==> src/rtl/time_set_buttons.sv <==
// Button front end for the time-set path: per-button sync, debounce and
// auto-repeat, with hour-first arbitration onto the two increment strobes.
`timescale 1ns/1ps

// One button channel: 2-flop synchroniser, stability debouncer, repeat FSM.
// state   | meaning
// IDLE    | waiting for a debounced press while setMode is high
// DELAY   | press pulsed, timing the initial hold before auto-repeat
// REPEAT  | auto-repeating every REPEAT_PERIOD cycles
// LOCKOUT | button held across setMode low; wait for release
module time_set_buttons_chan #(
    parameter int DEBOUNCE_CYCLES = 50000,
    parameter int REPEAT_DELAY    = 2500000,
    parameter int REPEAT_PERIOD   = 1000000
) (
    input  logic clk5MHz,
    input  logic resetN,
    input  logic btn,
    input  logic setMode,
    output logic req
);
    localparam int CW = 22;
    localparam logic [CW-1:0] DB_TC = CW'(DEBOUNCE_CYCLES);
    localparam logic [CW-1:0] RD_TC = CW'(REPEAT_DELAY - 1);
    localparam logic [CW-1:0] RP_TC = CW'(REPEAT_PERIOD - 1);

    typedef enum logic [1:0] {IDLE, DELAY, REPEAT, LOCKOUT} state_t;

    logic          sync1, sync2, level, level_d;
    logic          db_done, level_nxt;
    logic [CW-1:0] db_cnt, rep_cnt, rep_cnt_nxt;
    state_t        state, state_nxt;

    // the level only moves after DEBOUNCE_CYCLES of an unchanged, differing input
    assign db_done   = (sync2 != level) && (sync1 == sync2) && (db_cnt == DB_TC);
    assign level_nxt = db_done ? sync2 : level;

    always_ff @(posedge clk5MHz) begin
        if (!resetN) begin
            sync1   <= 1'b0;
            sync2   <= 1'b0;
            level   <= 1'b0;
            level_d <= 1'b0;
            db_cnt  <= '0;
        end else begin
            sync1   <= btn;
            sync2   <= sync1;
            level   <= level_nxt;
            level_d <= level;
            if ((sync2 == level) || (sync1 != sync2) || db_done)
                db_cnt <= '0;
            else
                db_cnt <= db_cnt + CW'(1);
        end
    end

    always_ff @(posedge clk5MHz) begin
        if (!resetN) begin
            state   <= IDLE;
            rep_cnt <= '0;
        end else begin
            state   <= state_nxt;
            rep_cnt <= rep_cnt_nxt;
        end
    end

    // release is judged on level_nxt so nothing is requested on the falling edge itself
    always_comb begin
        state_nxt   = state;
        rep_cnt_nxt = rep_cnt;
        req         = 1'b0;
        if (!setMode) begin
            state_nxt   = level ? LOCKOUT : IDLE;
            rep_cnt_nxt = '0;
        end else begin
            case (state)
                IDLE: begin
                    if (level && !level_d) begin
                        req         = 1'b1;
                        rep_cnt_nxt = '0;
                        state_nxt   = DELAY;
                    end
                end
                DELAY: begin
                    if (!level_nxt) begin
                        rep_cnt_nxt = '0;
                        state_nxt   = IDLE;
                    end else if (rep_cnt == RD_TC) begin
                        req         = 1'b1;
                        rep_cnt_nxt = '0;
                        state_nxt   = REPEAT;
                    end else begin
                        rep_cnt_nxt = rep_cnt + CW'(1);
                    end
                end
                REPEAT: begin
                    if (!level_nxt) begin
                        rep_cnt_nxt = '0;
                        state_nxt   = IDLE;
                    end else if (rep_cnt == RP_TC) begin
                        req         = 1'b1;
                        rep_cnt_nxt = '0;
                    end else begin
                        rep_cnt_nxt = rep_cnt + CW'(1);
                    end
                end
                LOCKOUT: begin
                    if (!level)
                        state_nxt = IDLE;
                end
                default: state_nxt = IDLE;
            endcase
        end
    end
endmodule

module time_set_buttons #(
    parameter int DEBOUNCE_CYCLES = 50000,
    parameter int REPEAT_DELAY    = 2500000,
    parameter int REPEAT_PERIOD   = 1000000
) (
    input  logic clk5MHz,
    input  logic resetN,
    input  logic btnMin,
    input  logic btnHour,
    input  logic setMode,
    output logic inc1min,
    output logic inc1hour
);
    logic req_min, req_hour, pend_min;

    time_set_buttons_chan #(
        .DEBOUNCE_CYCLES(DEBOUNCE_CYCLES),
        .REPEAT_DELAY   (REPEAT_DELAY),
        .REPEAT_PERIOD  (REPEAT_PERIOD)
    ) u_min (
        .clk5MHz(clk5MHz),
        .resetN (resetN),
        .btn    (btnMin),
        .setMode(setMode),
        .req    (req_min)
    );

    time_set_buttons_chan #(
        .DEBOUNCE_CYCLES(DEBOUNCE_CYCLES),
        .REPEAT_DELAY   (REPEAT_DELAY),
        .REPEAT_PERIOD  (REPEAT_PERIOD)
    ) u_hour (
        .clk5MHz(clk5MHz),
        .resetN (resetN),
        .btn    (btnHour),
        .setMode(setMode),
        .req    (req_hour)
    );

    // hour wins a collision; the minute request waits one slot in pend_min
    always_ff @(posedge clk5MHz) begin
        if (!resetN || !setMode) begin
            inc1min  <= 1'b0;
            inc1hour <= 1'b0;
            pend_min <= 1'b0;
        end else begin
            inc1hour <= req_hour;
            if (req_hour) begin
                inc1min  <= 1'b0;
                pend_min <= pend_min | req_min;
            end else begin
                inc1min  <= req_min | pend_min;
                pend_min <= 1'b0;
            end
        end
    end
endmodule

==> config.mk <==
export PLATFORM = sky130hd
export DESIGN_NAME = time_set_buttons
export DESIGN_NICKNAME = d
export VERILOG_FILES = /design/src/rtl/time_set_buttons.sv
export SDC_FILE = /design/constraint.sdc
export NUM_CORES = 1
export LEC_CHECK = 0
export CORE_UTILIZATION = 57
export CTS_CLUSTER_SIZE = 40
export DETAILED_ROUTE_END_ITERATION = 7
export PLACE_DENSITY = 0.75
export SLEW_MARGIN = 15
export SYNTH_ARGS = -nofsm -noshare
export SYNTH_HDL_FRONTEND = slang
export SYNTH_HIERARCHICAL = 1
export SYNTH_SLANG_ARGS = --single-unit
==> constraint.sdc <==
create_clock -name clk5MHz -period 2.55 [get_ports clk5MHz]
set_clock_uncertainty 0.15 [all_clocks]
set_input_delay 0.51 -clock clk5MHz [delete_from_list [all_inputs] [get_ports clk5MHz]]
set_output_delay 0.51 -clock clk5MHz [all_outputs]
set_load 0.02 [all_outputs]
; ---- Word level (Yosys, flattened, before mapping)
; Cells that the tools add are included.
[classes]
bitwise = 3
reduce_logical = 28
n_eq_ne = 30
add_sub_neg = 4
mux = 44
[ops]
columns = op, n
row1 = $mux 22, 10
row2 = $pmux 22 s3, 2
row3 = $add 22x1->22 const B, 4
row4 = $eq 22x16->1 const B, 2
row5 = $eq 22x20->1 const B, 2
row6 = $eq 22x22->1 const B, 2
row7 = $mux 2, 14
row8 = $pmux 2 s4, 2
row9 = $mux 1, 14
row10 = $ne 3x3->1 const B, 4
row11 = $eq 2x2->1 const B, 4
row12 = $ne 4x4->1 const B, 2
row13 = $reduce_and 4->1, 2
row14 = $reduce_or 2->1, 4
row15 = $logic_and 1x1->1, 6
row16 = $ne 3x2->1 const B, 2
row17 = $pmux 1 s3, 2
row18 = $reduce_and 2->1, 3
row19 = $reduce_bool 3->1, 2
row20 = $logic_or 1x1->1, 5
row21 = $eq 1x1->1, 4
row22 = $eq 2x1->1 const B, 2
row23 = $logic_not 1->1, 4
row24 = $logic_not 2->1, 2
row25 = other kinds (4), 9
[totals]
ff_bits = 103
input_bits = 5

; ---- Longest topological paths before layout
[logic_depth]
word_depth = 9
mapped_depth = 10
ltp_nobuf = 10

; ---- By module
; Netlist, hierarchy kept.
[modules_own_cells]
columns = module, area_per_inst_um2, cells_per_inst, n_inst
row1 = time_set_buttons_chan (u_min), 2745.1, 310, 1
row2 = time_set_buttons_chan (u_hour), 2623.8, 309, 1
row3 = time_set_buttons, 91.3, 8, 1

; ---- Worst setup path after synthesis
; OpenSTA, ideal clock, no wires.
[synth_timing]
path_type = register to register
startpoint = register u_hour.rep_cnt[8]
endpoint = register inc1hour
t_required_ns = 2.341
t_arrival_ns = 2.148
path_stages_with_launch = 8
synth_period_minus_slack_ns = 2.357
path_slack_ns = 0.193
path_cell_list = dfxtp_1 > or4b_1 > or4_4 > mux2_2 > nor2_1 > a31oi_1 > nor3b_1 > and3_2
[synth_via]
elab_chain_cells = 5
elab_cells_between_ends = 8
classes_between = 2 x eq/ne / 6 x mux
[synth_rtl]
columns = item, line_no
row1 = from (decl), 31  ; logic [CW-1:0] db_cnt, rep_cnt, rep_cnt_nxt;
row2 = from (signal assigned), 63  ; rep_cnt <= rep_cnt_nxt;
row3 = $eq 22x20->1 / $eq 22x22->1 (equally long branches), "100, 88"
row4 = "$mux 1, on equally long branches", "100, 88"
row5 = "$mux 1, on equally long branches", "97, 85"
row6 = $pmux 1 s3 (*), 76  ; case (state)
row7 = $mux 1 (*), 72  ; if (!setMode) begin
row8 = via req_hour, 130  ; logic req_min, req_hour, pend_min;
row9 = to (signal assigned), 163  ; inc1hour <= req_hour;
row10 = to (decl), 128  ; output logic inc1hour
; The timed path passes the listed nets; every way through them passes the cells marked *.
; A chain may end at the register's enable or synchronous reset.

; ---- Worst setup path after layout
; Ends and elaborated chain as after synthesis.

==> results by group <==
Status
  – Outcome: completed

Floorplan
  – Initial cell density of the core: 59.1%
  – Die Span X: 99.9 um
  – # rows: 35
  – Die footprint: 9980 um2
  – Total core area: 9240 um2
  – Io pins: 7
  – Die Y: 99.9 um

CTS
  – Clock sinks: 103
  – Root Driver: clkbuf_8
  – CTS tree: done
  – CTS Buffer Depth: 2
  – Number of setup buffers added after CTS: 0
  – H-tree Lvls: 3
  – TritonCTS Buffers: 9
  – Clock transition at the registers of the reported paths: 0.10 ns
  – Worst-skew pair later-pin latency: 0.37 ns

STA
  – Worst-Margin Slew: 0.478 ns
  – RSZ-0062 raised after global routing: true
  – Fin. Hold Viols: 0
  – Fin crit period: 2.40 ns
  – Final period util: 94.0%
  – Setup TNS: 0 ns
  – Fin worst setup slack: 0.154 ns
  – Max Slew Vio Count: 0
  – Min Hold Slack: 0.322 ns
  – Fmax: 0.417 GHz
  – Setup violators final: 0
  – Relative slew slack: 67.7%

Drt
  – Via Count: 4,494
  – Post-route ant nets: 0
  – Drc violations: 0
  – First-pass detailed-route iteration total: 4
  – DRT iter0 DRCs: 174
  – Drt wl/cell: 13.7 um
  – Total Wirelength: 10.8 mm
  – Via density: 5.72

Layout
  – Layout Nets: 674
  – Most frequent cells in the layout: dfxtp_1 (103), nor2_1 (74), nand2_1 (46)
  – Ant. Diodes: 0
  – Leading cell type in the layout, fill and taps excluded: dfxtp_1
  – Layout area overhead: 8.85%
  – Final non-filler cell area: 5940 um2
  – Fraction of layout cells with a size suffix above 1: 13.9%
  – Post-route core utilization: 64.3%

Setup path
  – Crit path max fanout: 3
  – WP data required: 2.72 ns
  – Crit Path Class: flip-flop to flip-flop
  – CP Data Arrival Time: 2.57 ns
  – Startpoint types: flip-flop
  – Setup crit end kind: flip-flop

Placed design
  – Gpl congestion: 0.840
  – IO buf count: 6
  – Dpl ws: 0.117 ns
  – Placed Area: 5770 um2
  – DP HPWL: 7.81 mm

Global routing
  – Initial antenna violation count: 0
  – First-pass GRT wire length: 18.9 mm
  – Tot GR Track Use: 23.3%
  – Remaining global-route overflow: 0
  – Largest net degree at the start of global routing: 23
  – Vias in the first global route: 4,284

Synthesis
  – Synth warnings: 6
  – Top_reg_cell synth: dfxtp_1
  – Area leader, netlist: dfxtp_1
  – Syn avg cell area: 8.71 um2
  – Share of the synthesized area in the top cell type: 37.8%
  – Post-synth EDFFs: 0
  – Yosys reg bits: 103
  – Sequential area share after synthesis: 37.8%
  – Synth area leaders: dfxtp_1 (38%), nor2_1 (5.2%), xor2_1 (5.1%)
  – Synth cell types: 78
  – Synth Instances: 627
  – Mapped Area: 5460 um2
  – Synthesized net count: 648
  – Async SR Flop Fraction: 0%

Worst hold path
  – Worst min-delay path class: flip-flop to flip-flop

Flow run
  – Max-cap violations: 0

Power
  – Peak VDD IR: 0.296 mV
  – Leak: 2.04 nW
  – Pwr/cell area: 447 nW/um2
-- flip-flops by register name (all words and copies together) (netlist names), 2 cells and up --
name and cells:
u_min/rep_cnt 22, u_hour/rep_cnt 22, u_hour/db_cnt 22, u_hour/state 2, u_min/state 2, u_min/db_cnt 22
-- stage by stage --
step                      std cells  power [W]
after detailed placement        771    0.00176
after global routing            786    0.00277
after CTS                       786    0.00270
after floorplan                 627    0.00172
final                           786    0.00266
after global placement          771    0.00175
-- final timing paths --
| check | start | endpoint | slack [ns] | depth (start not counted) |
|---|---|---|---|---|
| setup / recovery | u_hour/rep_cnt[8] | inc1hour | 0.15 | 7 |
| hold / removal | u_hour/db_cnt[0] | u_hour/db_cnt[0] | 0.32 | 1 |
| setup reg to reg | u_hour/rep_cnt[8] | inc1hour | 0.15 | 7 |
| hold reg to reg | u_hour/db_cnt[0] | u_hour/db_cnt[0] | 0.32 | 1 |
-- per-layer routing --
layer / vias to the layer above / track usage (%) / part of all wire, %
met4: 0 / 7.35 / 1.1
met5: - / 0 / 0
met3: 12 / 6.06 / 3.4
li1: 2267 / - / -
met1: 2142 / 28.1 / 47
met2: 73 / 40.5 / 49
-- power breakdown --
part | internal (W) | total (W) | switching [W] | leakage, nW
sequential | 0.00161 | 0.00162 | 0.00000587 | 0.830
clock | 0.000361 | 0.000940 | 0.000579 | 0.0833
combinational | 0.0000412 | 0.000101 | 0.0000600 | 1.12
total | 0.00201 | 0.00266 | 0.000645 | 2.04
-- final cells by class --
cell class / count / area (um2)
sequential: 103 / 2060
inverter: 25 / 93.8
tap: 129 / 161
clock buffer: 10 / 128
timing repair buffer: 29 / 233
fill: 800 / 3300
clock inverter: 5 / 42.5
multi-input combinational: 485 / 3220
-- what timing repair did --
action                                  in CTS  in global routing
endpoints found under the hold margin        0                  0
hold buffers                                 0                  0
endpoints found under the setup margin       0                  3
resized for setup                            0                  2
-- cells by family after synthesis --
family | Yosys count | synth area share (%)
AND/OR/NAND/NOR | 313 | 32.4
flip-flops | 103 | 37.8
AO/OA/AOI/OAI | 95 | 12.7
XOR/XNOR | 55 | 8.82
buffers and inverters | 39 | 3.48
adder cells (fa/ha/maj) | 16 | 3.67
multiplexers | 6 | 1.12
-- cell usage after synthesis, drive strengths merged (3+ instances only) --
| cell type | instances |
|---|---|
| o21ai | 26 |
| ha | 16 |
| clkbuf | 9 |
| a31oi | 3 |
| nand4 | 23 |
| and2 | 15 |
| or2 | 6 |
| xor2 | 32 |
| a21o | 4 |
| nor3 | 10 |
| nor2b | 12 |
| xnor2 | 23 |
| nand2 | 46 |
| and3b | 3 |
| o211ai | 3 |
| inv | 25 |
| nor4 | 5 |
| nand2b | 3 |
| dfxtp | 103 |
| nand4b | 4 |
| nor4b | 5 |
| a22o | 7 |
| and3 | 22 |
| or3 | 15 |
| and4 | 8 |
| mux2i | 5 |
| nand3 | 36 |
| a21oi | 23 |
| nor3b | 7 |
| o22ai | 7 |
| nor2 | 87 |
| buf | 4 |
-- worst max-delay path, stage by stage (launching register included) --
cell and delay [ns]:
dfxtp_1 0.33, or4b_1 0.51, or4_4 0.44, mux2_2 0.29
nor2_2 0.10, a31oi_1 0.11, nor3b_2 0.23, and3_2 0.21
Power figures use the tool's default switching activity.
